File: src/rtl/mux_scanner.sv
// mux_scanner: steps a 4:1 multiplexer through its channels, samples each after a
// settle time, and hands the 4-bit snapshot downstream over valid/ready.
`default_nettype none

module mux_scanner #(
  parameter int DWELL = 2
) (
  input  logic       clk,
  input  logic       rst,
  input  logic       start,
  input  logic       continuous,
  input  logic       signal,
  output logic [1:0] sel,
  output logic [3:0] snap,
  output logic       snap_valid,
  input  logic       snap_ready,
  output logic       changed,
  output logic       busy
);

  typedef enum logic [1:0] {
    IDLE   = 2'd0,
    SETTLE = 2'd1,
    OUTPUT = 2'd2
  } state_t;

  localparam logic [7:0] LAST = 8'(DWELL - 1);

  state_t     state;
  state_t     state_nxt;
  logic [1:0] ch;
  logic [7:0] cnt;
  logic [3:0] shd;
  logic [3:0] prev;
  logic [3:0] shd_done;
  logic       dwell_done;
  logic       handshake;

  assign dwell_done = (cnt == LAST);
  assign handshake  = (state == OUTPUT) && snap_ready;
  assign sel        = (state == SETTLE) ? ch : 2'b00;
  assign busy       = (state != IDLE);

  // Shadow with the bit for the current channel replaced by the live sample,
  // so the final channel lands in snap on the same edge it is sampled.
  always_comb begin
    shd_done     = shd;
    shd_done[ch] = signal;
  end

  always_ff @(posedge clk) begin
    if (rst) state <= IDLE;
    else     state <= state_nxt;
  end

  always_comb begin
    state_nxt = state;
    case (state)
      IDLE:    if (start) state_nxt = SETTLE;
      SETTLE:  if (dwell_done && ch == 2'd3) state_nxt = OUTPUT;
      OUTPUT:  if (snap_ready) state_nxt = continuous ? SETTLE : IDLE;
      default: state_nxt = IDLE;
    endcase
  end

  always_ff @(posedge clk) begin
    if (rst) begin
      ch         <= 2'd0;
      cnt        <= 8'd0;
      shd        <= 4'd0;
      snap       <= 4'd0;
      snap_valid <= 1'b0;
      changed    <= 1'b0;
      prev       <= 4'd0;
    end else begin
      case (state)
        IDLE: begin
          if (start) begin
            ch  <= 2'd0;
            cnt <= 8'd0;
            shd <= 4'd0;
          end
        end
        SETTLE: begin
          if (!dwell_done) begin
            cnt <= cnt + 8'd1;
          end else begin
            shd <= shd_done;
            if (ch != 2'd3) begin
              ch  <= ch + 2'd1;
              cnt <= 8'd0;
            end else begin
              snap       <= shd_done;
              snap_valid <= 1'b1;
              changed    <= (shd_done != prev);
            end
          end
        end
        OUTPUT: begin
          if (handshake) begin
            prev       <= snap;
            snap_valid <= 1'b0;
            if (continuous) begin
              ch  <= 2'd0;
              cnt <= 8'd0;
              shd <= 4'd0;
            end
          end
        end
        default: ;
      endcase
    end
  end

endmodule

`default_nettype wire
File: config.mk
export PLATFORM = sky130hd
export DESIGN_NAME = mux_scanner
export DESIGN_NICKNAME = d
export VERILOG_FILES = /design/src/rtl/mux_scanner.sv
export SDC_FILE = /design/constraint.sdc
export NUM_CORES = 1
export LEC_CHECK = 0
export BUFFER_PORTS_ARGS = -buffer_cell sky130_fd_sc_hd__buf_2
export CAP_MARGIN = 20
export CORE_MARGIN = 2
export CORE_UTILIZATION = 55
export CTS_BUF_LIST = sky130_fd_sc_hd__clkbuf_4
export CTS_CLUSTER_SIZE = 16
export DETAILED_ROUTE_END_ITERATION = 10
export GPL_TIMING_DRIVEN = 1
export PLACE_DENSITY = 0.71
export SETUP_SLACK_MARGIN = 0.05
export SLEW_MARGIN = 15
export SYNTH_ARGS = -nofsm -noshare
export SYNTH_HDL_FRONTEND = slang
export SYNTH_SLANG_ARGS = --single-unit
File: constraint.sdc
create_clock -name clk -period 2.4 [get_ports clk]
set_input_delay 0.48 -clock clk [delete_from_list [all_inputs] [get_ports clk]]
set_output_delay 0.48 -clock clk [all_outputs]
set_load 0.03 [all_outputs]
==> results.md <==
Yosys:
- Yosys mapped a number of flops with a built-in enable equal to 0.
- Sorting the synthesized cells by how often they occur yields sky130_fd_sc_hd__dfxtp_1 (26), sky130_fd_sc_hd__nor2_1 (16), sky130_fd_sc_hd__a21oi_1 (13).
- The proportion of synthesized chip area in sequential cells is between 30% and 40%.
- The gate count of the mapped netlist is 157.
- Yosys mapped the design onto 44 distinct sky130hd cell types.
- The most common cell in the synthesized netlist is sky130_fd_sc_hd__dfxtp_1.
- Counting flops with an async set or reset pin after synthesis yields a share of 0%.
- The main flop type after synthesis is sky130_fd_sc_hd__dfxtp_1.
- After synthesis the netlist holds a flip-flop and latch count of 26.
- The number of nets produced by synthesis is about 170.
- After synthesis, the cell types taking the most area are sky130_fd_sc_hd__dfxtp_1 (38%), sky130_fd_sc_hd__ha_1 (5.4%), sky130_fd_sc_hd__a21oi_1 (4.7%), sky130_fd_sc_hd__nor2_1 (4.3%), sky130_fd_sc_hd__a211oi_1 (3.8%).
- The post-synth design cell area is 0.00138 mm^2.
- In this run the mean area of a mapped cell was 8.80 um^2.
- The Yosys step of the flow raised 0 warnings.
- The biggest area contributor in the post-synthesis netlist is sky130_fd_sc_hd__dfxtp_1.
- The area fraction of the dominant cell type after synthesis is approximately 38%.

Clock tree:
- After clock tree synthesis, the clock-pin slew on the worst setup and hold paths is ~0.14 ns.
- The maximum clock path buffer count is 2.
- The number of hold buffers added after cts is 0.
- The clock root buffer master is sky130_fd_sc_hd__clkbuf_4.
- The number of gates resized after CTS was 0.
- TritonCTS built the clock tree.
- Clock latency on the worst-skew pair, taken at its later pin, is approximately 0.32 ns.
- The CTS buffer count is 3.
- The sink count of the clock tree is 26.
- The maximum level of the CTS H-tree is 1.
- The number of setup buffers added after CTS is 0.

STA:
- Headroom to the max-slew limit came out at between 70% and 80%.
- In the post-route analysis, the smallest setup slack over all paths is around 0.54 ns.
- Timing would allow up to about 540 MHz.
- Setup violations remaining at the end of the flow were counted as 0.
- The final critical-path required period is between 1.5 and 2 ns.
- The final number of max-transition violations is 0.
- The transition at the pin with the smallest max-transition slack is around 0.44 ns.
- The final clock skew is 0.00279 ns.
- The number of failing hold endpoints at the final stage came to 0.
- The aggregate negative setup slack is 0 ns.
- The post-route clock period utilization is 77.5%.
- Setup repair after global routing left no endpoint under its margin.

Layout:
- The area growth from synthesis to layout is 7.61%.
- The number of filler instances in the final layout is 232.
- The utilization after layout is 61.1%.
- The multi-input combinational cell area is about 780 um^2.
- Of the cells placed in the final design, the portion with a size suffix greater than 1 is between 10% and 20%.
- Across the whole layout, storage elements account for approximately 520 um^2.
- 0 antenna diodes ended up in the layout.
- The finished cells cover roughly 0.0015 mm^2.
- The final layout contains around 180 nets.

GRT:
- The initial antenna violation count is 0.
- The global-route usage over all layers is around a fifth.
- The first global-routing pass estimated roughly 4.3 mm of wire.
- Global routing finished with a remaining overflow of 0.
- Entering global routing, the biggest net connects 26 pins.
- The number of global-route vias before repair is between 900 and 1,000.

Floorplan:
- The die outline height is 54.1 um.
- The die width is about 54 um.
- 15 I/O pins were placed.
- The initial standard-cell utilization of the core is about 57%.
- The floorplan has 18 rows.
- The die covers roughly 0.0029 mm^2.
- The total area inside the core boundary comes to about 0.0024 mm^2.

Placement:
- The routability-driven placement congestion ratio is slightly above 0.8.
- The HPWL after detailed placement is slightly below 2 mm.
- Summing all placed instances gives a cell area of about 0.0014 mm^2.
- The number of port buffers is 14.
- The post-placement worst setup slack is 0.561 ns.

Power:
- In this run, the combinational gates consume 10.6% of the power.
- Summed over all nets, the switching power comes to roughly 0.19 mW.
- The cell area power density is 560 mW/mm^2.
- In this run, flip-flops and latches consume 53.4% of the power.
- The internal power component is 0.640 mW.
- The maximum vdd drop is ~430 uV.
- The clock share of power is 36.0%.
- The switching part of the total power is 23.1%.
- The total leakage power is 0.532 nW.
- After layout, the design draws a total of roughly 0.83 mW.

Setup path:
- The endpoint kind of the worst setup timing path is an output port.
- The critical path data required time is between 1.5 and 2 ns.
- The largest single stage delay on the critical path is roughly 0.38 ns.
- The startpoint type of the worst setup path is a flip-flop.
- Traced cell by cell, the critical path runs through nand2b_1 -> nor2_1 -> buf_2.
- The peak fanout along the critical path is 9.
- The critical path is of the flip-flop to output port type.
- For this design, the slowest cell found on the critical path is sky130_fd_sc_hd__dfxtp_1.
- Data arrives at the worst endpoint at 1.38 ns.

Routing:
- The routed wirelength normalized by instance count is about 14 um.
- Dividing the detail-routed via count by the number of cells gives just under 6.
- The final routed wirelength across all metal layers is 2.75 mm.
- The number of DRC violations after detailed-routing iteration 0 is 38.
- The count of nets left with antenna violations once routing finished came out at 0.
- The length of the first detailed-routing pass in iterations is 4.
- After detailed routing, the number of remaining DRC violations is 0.
- The routed layout has roughly 1,100 vias.

Flow run:
- Max-cap violations in this run came to 0.

Worst hold path:
- The worst hold path belongs to the class input port to flip-flop.

Status:
- The run finished with clean final reports.
critical path, delay by kind of cell (launching register included):
family	cells	cell delay, ns
AND/OR/NAND/NOR	2	0.47
flip-flops	1	0.38
buffers and inverters	1	0.21
power groups by stage:
stage	registers, mW	clock network [mW]	logic (mW)
after CTS	0.444	0.312	0.0882
after global routing	0.446	0.329	0.0981
after floorplan	0.452	0	0.0713
after detailed placement	0.454	0	0.0880
after global placement	0.454	0	0.0849
final	0.444	0.300	0.0882
sequential cells by signal (all words and copies together) (netlist names):
name and cells:
prev 4, snap 4, shd 4, state 2, changed 1, snap_valid 1
cnt 8, ch 2
layout by cell type, fill, tap and decap left out, drive strengths merged:
cell and instances:
a211oi 7, a21boi 1, a21o 1, a21oi 14
a311oi 1, a31oi 1, and2 3, and3 2
and4 1, buf 14, bufinv 1, clkbuf 3
dfxtp 26, ha 6, inv 6, mux2i 4
nand2 7, nand2b 1, nand3 10, nand4 3
nand4b 1, nor2 16, nor2b 2, nor3 3
nor3b 1, nor4 1, nor4b 1, o21ai 6
o21bai 1, o31a 1, o31ai 7, or2 1
or2b 1, or3 3, or4 2, or4b 1
xnor2 6
final timing paths:
check	endpoint	from	cells past startpoint	slack, ns
worst max register to register	cnt[2]	cnt[1]	6	0.60
worst max-delay path	sel[0]	state[1]	3	0.54
worst min-delay path	snap_valid	snap_ready	2	0.43
worst min register to register	shd[3]	shd[3]	2	0.48
through the flow:
| stage | hold slack (ns) | instances |
|---|---|---|
| floorplan | 0.443 | 157 |
| global placement | 0.455 | 192 |
| detailed placement | 0.465 | 192 |
| CTS | 0.419 | 196 |
| global route | 0.436 | 196 |
| finish | 0.433 | 196 |
layer usage:
layer	track usage, %	wire length (um)
met5	0	0
met4	10.0	43
met3	2.78	157
met2	27.8	1160
met1	30.8	1380
area by class of cell:
cell class / instances / share of cell area, %
Sequential cell: 26 / 35.0
Inverter: 6 / 1.52
Clock inverter: 1 / 2.02
Timing Repair Buffer: 14 / 4.71
Multi-Input combinational cell: 116 / 52.7
Tap cell: 30 / 2.53
Clock buffer: 3 / 1.52
cells by family (layout without fill, tap and decap cells):
kind of cell             Yosys count  in the layout  share of synthesized area, %
AO/OA/AOI/OAI                     40             40                          19.8
XOR/XNOR                           6              6                          3.80
multiplexers                       4              4                          2.90
buffers and inverters             15             24                          5.62
AND/OR/NAND/NOR                   60             60                          24.7
flip-flops                        26             26                          37.7
adder cells (fa/ha/maj)            6              6                          5.43
Power figures use the tool's default switching activity.
